[config.mk]
export PLATFORM = sky130hd
export DESIGN_NAME = sbox_q2_masked_pipe
export DESIGN_NICKNAME = d
export VERILOG_FILES = /design/src/rtl/sbox_q2_masked_pipe.sv
export SDC_FILE = /design/constraint.sdc
export NUM_CORES = 1
export LEC_CHECK = 0
export BUFFER_PORTS_ARGS = -buffer_cell sky130_fd_sc_hd__clkbuf_2
export CAP_MARGIN = 20
export CORE_AREA = 2 2 273 275
export CTS_CLUSTER_SIZE = 40
export DETAILED_ROUTE_END_ITERATION = 12
export DIE_AREA = 0 0 275 277
export GPL_ROUTABILITY_DRIVEN = 0
export PLACE_DENSITY = 0.65
export SLEW_MARGIN = 30
export SYNTH_ARGS = -nofsm -noshare
export SYNTH_HDL_FRONTEND = slang
export SYNTH_SLANG_ARGS = --single-unit
[constraint.sdc]
create_clock -name clk -period 3.3 [get_ports clk]
set_clock_uncertainty 0.05 [all_clocks]
set_input_delay 0.66 -clock clk [delete_from_list [all_inputs] [get_ports clk]]
set_output_delay 0.66 -clock clk [all_outputs]
set_load 0.05 [all_outputs]
[src/rtl/sbox_q2_masked_pipe.sv]
// Second-order (3-share) masked quadratic 4-bit S-box G over NUM_SBOX parallel lanes, valid/ready pipelined.
// Optional macro SBOX_OUT_REG_EN adds a registered stage after share compression (latency 2).
module sbox_q2_masked_pipe #(
    parameter int unsigned NUM_SBOX = 16,
    localparam int unsigned SH_W    = 4 * NUM_SBOX,
    localparam int unsigned RND_W   = 18 * NUM_SBOX
) (
    input  logic             clk,
    input  logic             rst,
    input  logic             in_valid,
    output logic             in_ready,
    input  logic [SH_W-1:0]  in_sh0,
    input  logic [SH_W-1:0]  in_sh1,
    input  logic [SH_W-1:0]  in_sh2,
    input  logic [RND_W-1:0] rnd,
    output logic             out_valid,
    input  logic             out_ready,
    output logic [SH_W-1:0]  out_sh0,
    output logic [SH_W-1:0]  out_sh1,
    output logic [SH_W-1:0]  out_sh2,
    output logic [15:0]      xfer_cnt
);

    // Nine cross-share terms p_i&q_j; linear shares fold into the diagonal; masks XOR to zero overall.
    function automatic logic [8:0] quad_terms(input logic [2:0] p, input logic [2:0] q,
                                              input logic [2:0] lin, input logic [7:0] r);
        logic [8:0] m;
        logic [8:0] t;
        m    = {r[7], r[7:1] ^ r[6:0], r[0]};
        t[0] = (p[0] & q[0]) ^ lin[0] ^ m[0];
        t[1] = (p[0] & q[1]) ^ m[1];
        t[2] = (p[0] & q[2]) ^ m[2];
        t[3] = (p[1] & q[0]) ^ m[3];
        t[4] = (p[1] & q[1]) ^ lin[1] ^ m[4];
        t[5] = (p[1] & q[2]) ^ m[5];
        t[6] = (p[2] & q[0]) ^ m[6];
        t[7] = (p[2] & q[1]) ^ m[7];
        t[8] = (p[2] & q[2]) ^ lin[2] ^ m[8];
        return t;
    endfunction

    // Output share i collects the three registered terms whose left operand is share i.
    function automatic logic [2:0] compress(input logic [8:0] t);
        return {^t[8:6], ^t[5:3], ^t[2:0]};
    endfunction

    logic [NUM_SBOX-1:0][8:0] t2_d, t3_d, t2_q, t3_q;
    logic [NUM_SBOX-1:0][2:0] y0_d, y1_d, y0_q, y1_q;
    logic [SH_W-1:0]          comp_sh0, comp_sh1, comp_sh2;
    logic                     v1;
    logic                     s1_load;
    logic                     s1_adv;

    for (genvar l = 0; l < NUM_SBOX; l++) begin : g_lane
        logic [2:0] a, b, c, d;
        logic [2:0] y2_sh, y3_sh;
        logic [7:0] r2, r3;
        logic [1:0] rl;

        assign a  = {in_sh2[4*l],   in_sh1[4*l],   in_sh0[4*l]};
        assign b  = {in_sh2[4*l+1], in_sh1[4*l+1], in_sh0[4*l+1]};
        assign c  = {in_sh2[4*l+2], in_sh1[4*l+2], in_sh0[4*l+2]};
        assign d  = {in_sh2[4*l+3], in_sh1[4*l+3], in_sh0[4*l+3]};
        assign r2 = rnd[18*l +: 8];
        assign r3 = rnd[18*l+8 +: 8];
        assign rl = rnd[18*l+16 +: 2];

        assign t2_d[l] = quad_terms(b, d, a ^ c, r2);
        assign t3_d[l] = quad_terms(c, d, b, r3);
        // Linear bits: one fresh bit added to two shares keeps the sharing uniform.
        assign y0_d[l] = c ^ {1'b0, rl[0], rl[0]};
        assign y1_d[l] = (c ^ d) ^ {1'b0, rl[1], rl[1]};

        assign y2_sh = compress(t2_q[l]);
        assign y3_sh = compress(t3_q[l]);
        assign comp_sh0[4*l +: 4] = {y3_sh[0], y2_sh[0], y1_q[l][0], y0_q[l][0]};
        assign comp_sh1[4*l +: 4] = {y3_sh[1], y2_sh[1], y1_q[l][1], y0_q[l][1]};
        assign comp_sh2[4*l +: 4] = {y3_sh[2], y2_sh[2], y1_q[l][2], y0_q[l][2]};
    end

    assign s1_load = in_valid & in_ready;

    // Term registers: load only on an accepted input, hold otherwise.
    always_ff @(posedge clk) begin
        if (rst) begin
            v1   <= 1'b0;
            t2_q <= '0;
            t3_q <= '0;
            y0_q <= '0;
            y1_q <= '0;
        end else if (s1_load) begin
            v1   <= 1'b1;
            t2_q <= t2_d;
            t3_q <= t3_d;
            y0_q <= y0_d;
            y1_q <= y1_d;
        end else if (s1_adv) begin
            v1   <= 1'b0;
        end
    end

`ifdef SBOX_OUT_REG_EN
    logic v2;

    assign s1_adv    = !v2 | out_ready;
    assign in_ready  = !rst & !(v1 & v2 & !out_ready);
    assign out_valid = v2;

    // Compressed shares move into the output stage whenever it is empty or draining.
    always_ff @(posedge clk) begin
        if (rst) begin
            v2      <= 1'b0;
            out_sh0 <= '0;
            out_sh1 <= '0;
            out_sh2 <= '0;
        end else if (v1 && s1_adv) begin
            v2      <= 1'b1;
            out_sh0 <= comp_sh0;
            out_sh1 <= comp_sh1;
            out_sh2 <= comp_sh2;
        end else if (out_ready) begin
            v2      <= 1'b0;
        end
    end
`else
    assign s1_adv    = out_ready;
    assign in_ready  = !rst & (!v1 | out_ready);
    assign out_valid = v1;
    assign out_sh0   = comp_sh0;
    assign out_sh1   = comp_sh1;
    assign out_sh2   = comp_sh2;
`endif

    // Completed output transfers, wrapping at 16 bits.
    always_ff @(posedge clk) begin
        if (rst) begin
            xfer_cnt <= '0;
        end else if (out_valid && out_ready) begin
            xfer_cnt <= xfer_cnt + 16'd1;
        end
    end

endmodule

Word-level counts from Yosys, hierarchy flattened
Index checks and enable logic that the tools add are counted.
{ "classes": {"muxes": 2, "reduce_logical": 100, "n_addsub": 1, "bitwise": 771} }
{ "ops": {"columns": ["operator", "n"], "rows": [
  ["$xor 1x1->1", 384],
  ["$and 1x1->1", 290],
  ["$reduce_xor 3->1", 96],
  ["$xor 7x7->7", 32],
  ["$xor 3x2->3", 32],
  ["$xor 3x3->3", 32],
  ["$add 16x1->16 const B", 1],
  ["$logic_not 1->1", 2],
  ["$mux 1", 2],
  ["$reduce_bool 2->1", 1],
  ["$logic_and 1x1->1", 1],
  ["$or 1x1->1", 1]
]} }
{ "totals": {"elab_cells": 940, "out_inout_bits": 210, "reg_bits": 401} }

Depth between registers and ports, before layout
{ "depth": {"ltp_word": 5, "mapped_depth": 8, "depth_no_buf": 5} }

Worst setup path after synthesis
Ideal clock, no wire load.
{ "synth_path": {"kind": "input to output", "startpoint": "input port rst", "endpoint": "output port in_ready", "arrival_time_ns": 1.739, "stages": 3, "path_buffers": 2, "path_slack_ns": 0.851, "path_cell_list": "clkbuf_1 -> buf_1 -> nor2_1"} }
{ "synth_via": {"elab_chain_cells": 2} }
{ "synth_rtl": {"columns": ["item", "line_no", "rtl"], "rows": [
  ["start: declaration", "9", "input logic rst,"],
  ["$logic_not 1->1", "127", "assign in_ready = !rst & (!v1 | out_ready);"],
  ["$and 1x1->1", "127", null],
  ["end: declaration", "11", "output logic in_ready,"]
]} }
Every way passes these cells.

Worst setup path in the final report
{ "layout_path": {"startpoint": "register t3_q[69] (netlist name)", "endpoint": "output port out_sh2[31]"} }
{ "layout_via": {"elab_chain_cells": 1} }
{ "layout_rtl": {"columns": ["item", "line_no", "rtl"], "rows": [
  ["start: declaration", "47", "logic [NUM_SBOX-1:0][8:0] t2_d, t3_d, t2_q, t3_q;"],
  ["start signal: assignment", "94", "t3_q <= t3_d;"],
  ["$reduce_xor 3->1", "44", "return {^t[8:6], ^t[5:3], ^t[2:0]};"],
  ["end: declaration", "20", "output logic [SH_W-1:0] out_sh2,"]
]} }
Every way passes these cells.

==> flow_metrics.py <==
metrics = {
    "timing": {
        "fin_setup_tns_ns": 0,
        "tightestPinTransition_ns": 0.7529,
        "setup_viol": 0,
        "min_period_ns": 2.434,
        "finalMaxSlewViolations": 0,
        "max-slew-margin-rel_pct": 49.81,
        "max_freq_mhz": 410.9,
        "rsz0062_at_grt": "false",
        "hold_viol_final": 0,
        "layout_worst_path_cycle_share_pct": 73.75,
    },
    "clock_tree": {
        "cts_resized": 0,
        "h-tree-depth": 2,
        "clockBufferDepth": 3,
        "cts_buffers": 46,
        "clock_tree.root_cell": "clkbuf_16",
        "clkTransAtPathRegs_ns": 0.06,
        "cts.sinks": 401,
        "clk-insertion-delay-late_ns": 0.55,
        "cts_tree": "yes",
        "cts_setup_buffers": 0,
        "cts_hold_buf": 0,
    },
    "global_route": {
        "grt_pass1_wl_um": 102200,
        "grt_pass1_vias": 18960,
        "top_usage_layer": "met2",
        "grt_use_total_pct": 16.77,
        "grt_overflow": 0,
        "grt_max_degree": 109,
        "gr-usage-met3_pct": 4.136,
        "grt_use_met2_pct": 30.16,
        "antenna_found_initial": 1,
        "grt_util_met1_pct": 19.44,
    },
    "layout": {
        "fillers": 7402,
        "drive_gt1_share_pct": 29.23,
        "post-route-util_pct": 39.92,
        "synthToLayoutAreaGrowth_pct": 25.53,
        "final_nets": 3795,
    },
    "route": {
        "vias": 19230,
        "via_per_inst": 4.510,
        "drtAntennaViolNets": 0,
        "wl_um": 66440,
        "drc": 0,
        "drt_first_pass_iters": 4,
        "post_drt_wl_per_cell_um": 15.58,
        "drt-initial-drc-count": 755,
    },
    "floorplan": {
        "num_rows": 100,
        "die_x_um": 275,
        "die-area_mm2": 0.07618,
        "io_pins": 694,
        "coreArea_mm2": 0.07357,
        "start_util_pct": 31.80,
        "die_h_um": 277,
    },
    "yosys": {
        "syn_inst": 2600,
        "synth-edff-count": 0,
        "syn-num-nets": 3133,
        "syn_area_per_cell_um2": 8.999,
        "synth-seq-cells": 401,
        "synth_flop_cell": "dfxtp_1",
        "synth.largest_area_cell": "dfxtp_1",
        "yosysSeqAreaShare_pct": 34.31,
        "yosys_warnings": 0,
        "synth-async-reset-ratio_pct": 0,
        "synth_most_common_cell": "xnor2_1",
        "synth_commonest_cells": "868 x xnor2_1, 401 x dfxtp_1, 348 x o21ai_1",
        "netlist_area_mm2": 0.02340,
        "synth.distinct_cells": 31,
        "synth.area.top_cells": "dfxtp_1 34%, xnor2_1 32%, o21ai_1 7.4%",
        "yosysTopAreaCellShare_pct": 34.31,
    },
    "critical_path": {
        "crit_arrival_ns": 1.72,
        "critPathCaptureType": "primary output",
        "critPathLaunchType": "register",
        "cp.required_ns": 2.59,
        "critical_path_class": "reg2out",
        "cp_max_fo": 2,
    },
    "place": {
        "hpwl_um": 53500,
        "portBuffers": 693,
    },
    "power_and_ir_drop": {
        "p_total_mw": 16.70,
        "p_leak_nw": 11.53,
        "peakVddDrop_mv": 0.3402,
        "powerDensity_mw_per_mm2": 568.7,
    },
    "hold_path": {
        "hp-class": "in2reg",
    },
    "run": {
        "cap_violations": 0,
    },
    "outcome": {
        "status": "finished clean",
    },
}
-- through the flow --
stage	hold slack, ns	instance area (um^2)	setup WS, ns	instances
finish	0.3257	29370	0.8662	4264
global route	0.3368	29370	0.7708	4264
CTS	0.2837	29370	0.7777	4263
detailed placement	0.3949	27800	0.7675	4183
global placement	0.3918	27800	0.8375	4183
floorplan	0.3971	23400	0.8509	2600
-- cell families after synthesis --
kind of cell	share of synthesized area [%]
XOR/XNOR	34.55
AND/OR/NAND/NOR	16.48
AO/OA/AOI/OAI	8.267
flip-flops	34.31
adder cells (fa/ha/maj)	2.620
buffers and inverters	3.775
-- power breakdown --
part / total, mW / switching, mW / internal [mW]
Sequential: 5.70 / 0.347 / 5.35
Combinational: 5.69 / 3.73 / 1.96
Clock: 5.31 / 2.04 / 3.27
Total: 16.7 / 6.12 / 10.6
-- registers in the layout (all words and copies together), names as in the netlist --
| register | flops |
|---|---|
| out_valid | 1 |
| t3_q | 144 |
| t2_q | 144 |
| out_sh2 | 32 |
| xfer_cnt | 16 |
| out_sh1 | 32 |
| out_sh0 | 32 |
-- cell type report --
type	count	area, um^2	share of cell area (%)
sequential	401	8028	27.33
clock buffer	63	1329	4.524
antenna	1	2.502	0.008520
tap	969	1212	4.128
inverter	18	75.07	0.2556
multi-input combinational	2051	14500	49.35
clock inverter	17	240.2	0.8179
timing repair buffer	744	3989	13.58
-- critical path: stages (launching register included) --
cell and delay, ns:
dfxtp_1 0.33, xnor2_1 0.14, xnor2_1 0.34, clkbuf_2 0.36
-- cells in the final DEF (no fill, tap or decap), types with 2 or more instances in the layout --
| cell | count |
|---|---|
| a21oi_1 | 5 |
| and4_1 | 3 |
| buf_12 | 11 |
| buf_4 | 40 |
| bufinv_16 | 6 |
| clkbuf_1 | 9 |
| clkbuf_16 | 49 |
| clkbuf_2 | 693 |
| clkbuf_8 | 5 |
| clkinv_2 | 9 |
| clkinvlp_4 | 2 |
| dfxtp_1 | 401 |
| ha_1 | 49 |
| inv_1 | 17 |
| nand2_1 | 279 |
| nand3_1 | 256 |
| nand3_2 | 133 |
| nand4_1 | 5 |
| nor2_1 | 15 |
| nor3_1 | 2 |
| o21ai_0 | 11 |
| o21ai_1 | 348 |
| o21ai_2 | 11 |
| or3_1 | 2 |
| xnor2_1 | 868 |
| xor2_1 | 55 |
-- worst paths after layout --
check / from / to / slack [ns] / cells after the start
setup / recovery: t3_q[69] / out_sh2[31] / 0.87 / 3
hold reg to reg: out_sh2[17] / out_sh2[17] / 0.40 / 2
setup reg to reg: out_valid / t2_q[5] / 1.12 / 6
hold / removal: in_valid / out_valid / 0.33 / 3
-- routing by layer --
| layer | vias up | wire (um) |
|---|---|---|
| li1 | 9920 | - |
| met1 | 8748 | 27200 |
| met2 | 469 | 33210 |
| met3 | 92 | 4359 |
| met4 | 0 | 1665 |
| met5 | - | 0 |
No activity file was read; power rests on OpenSTA's default activity.
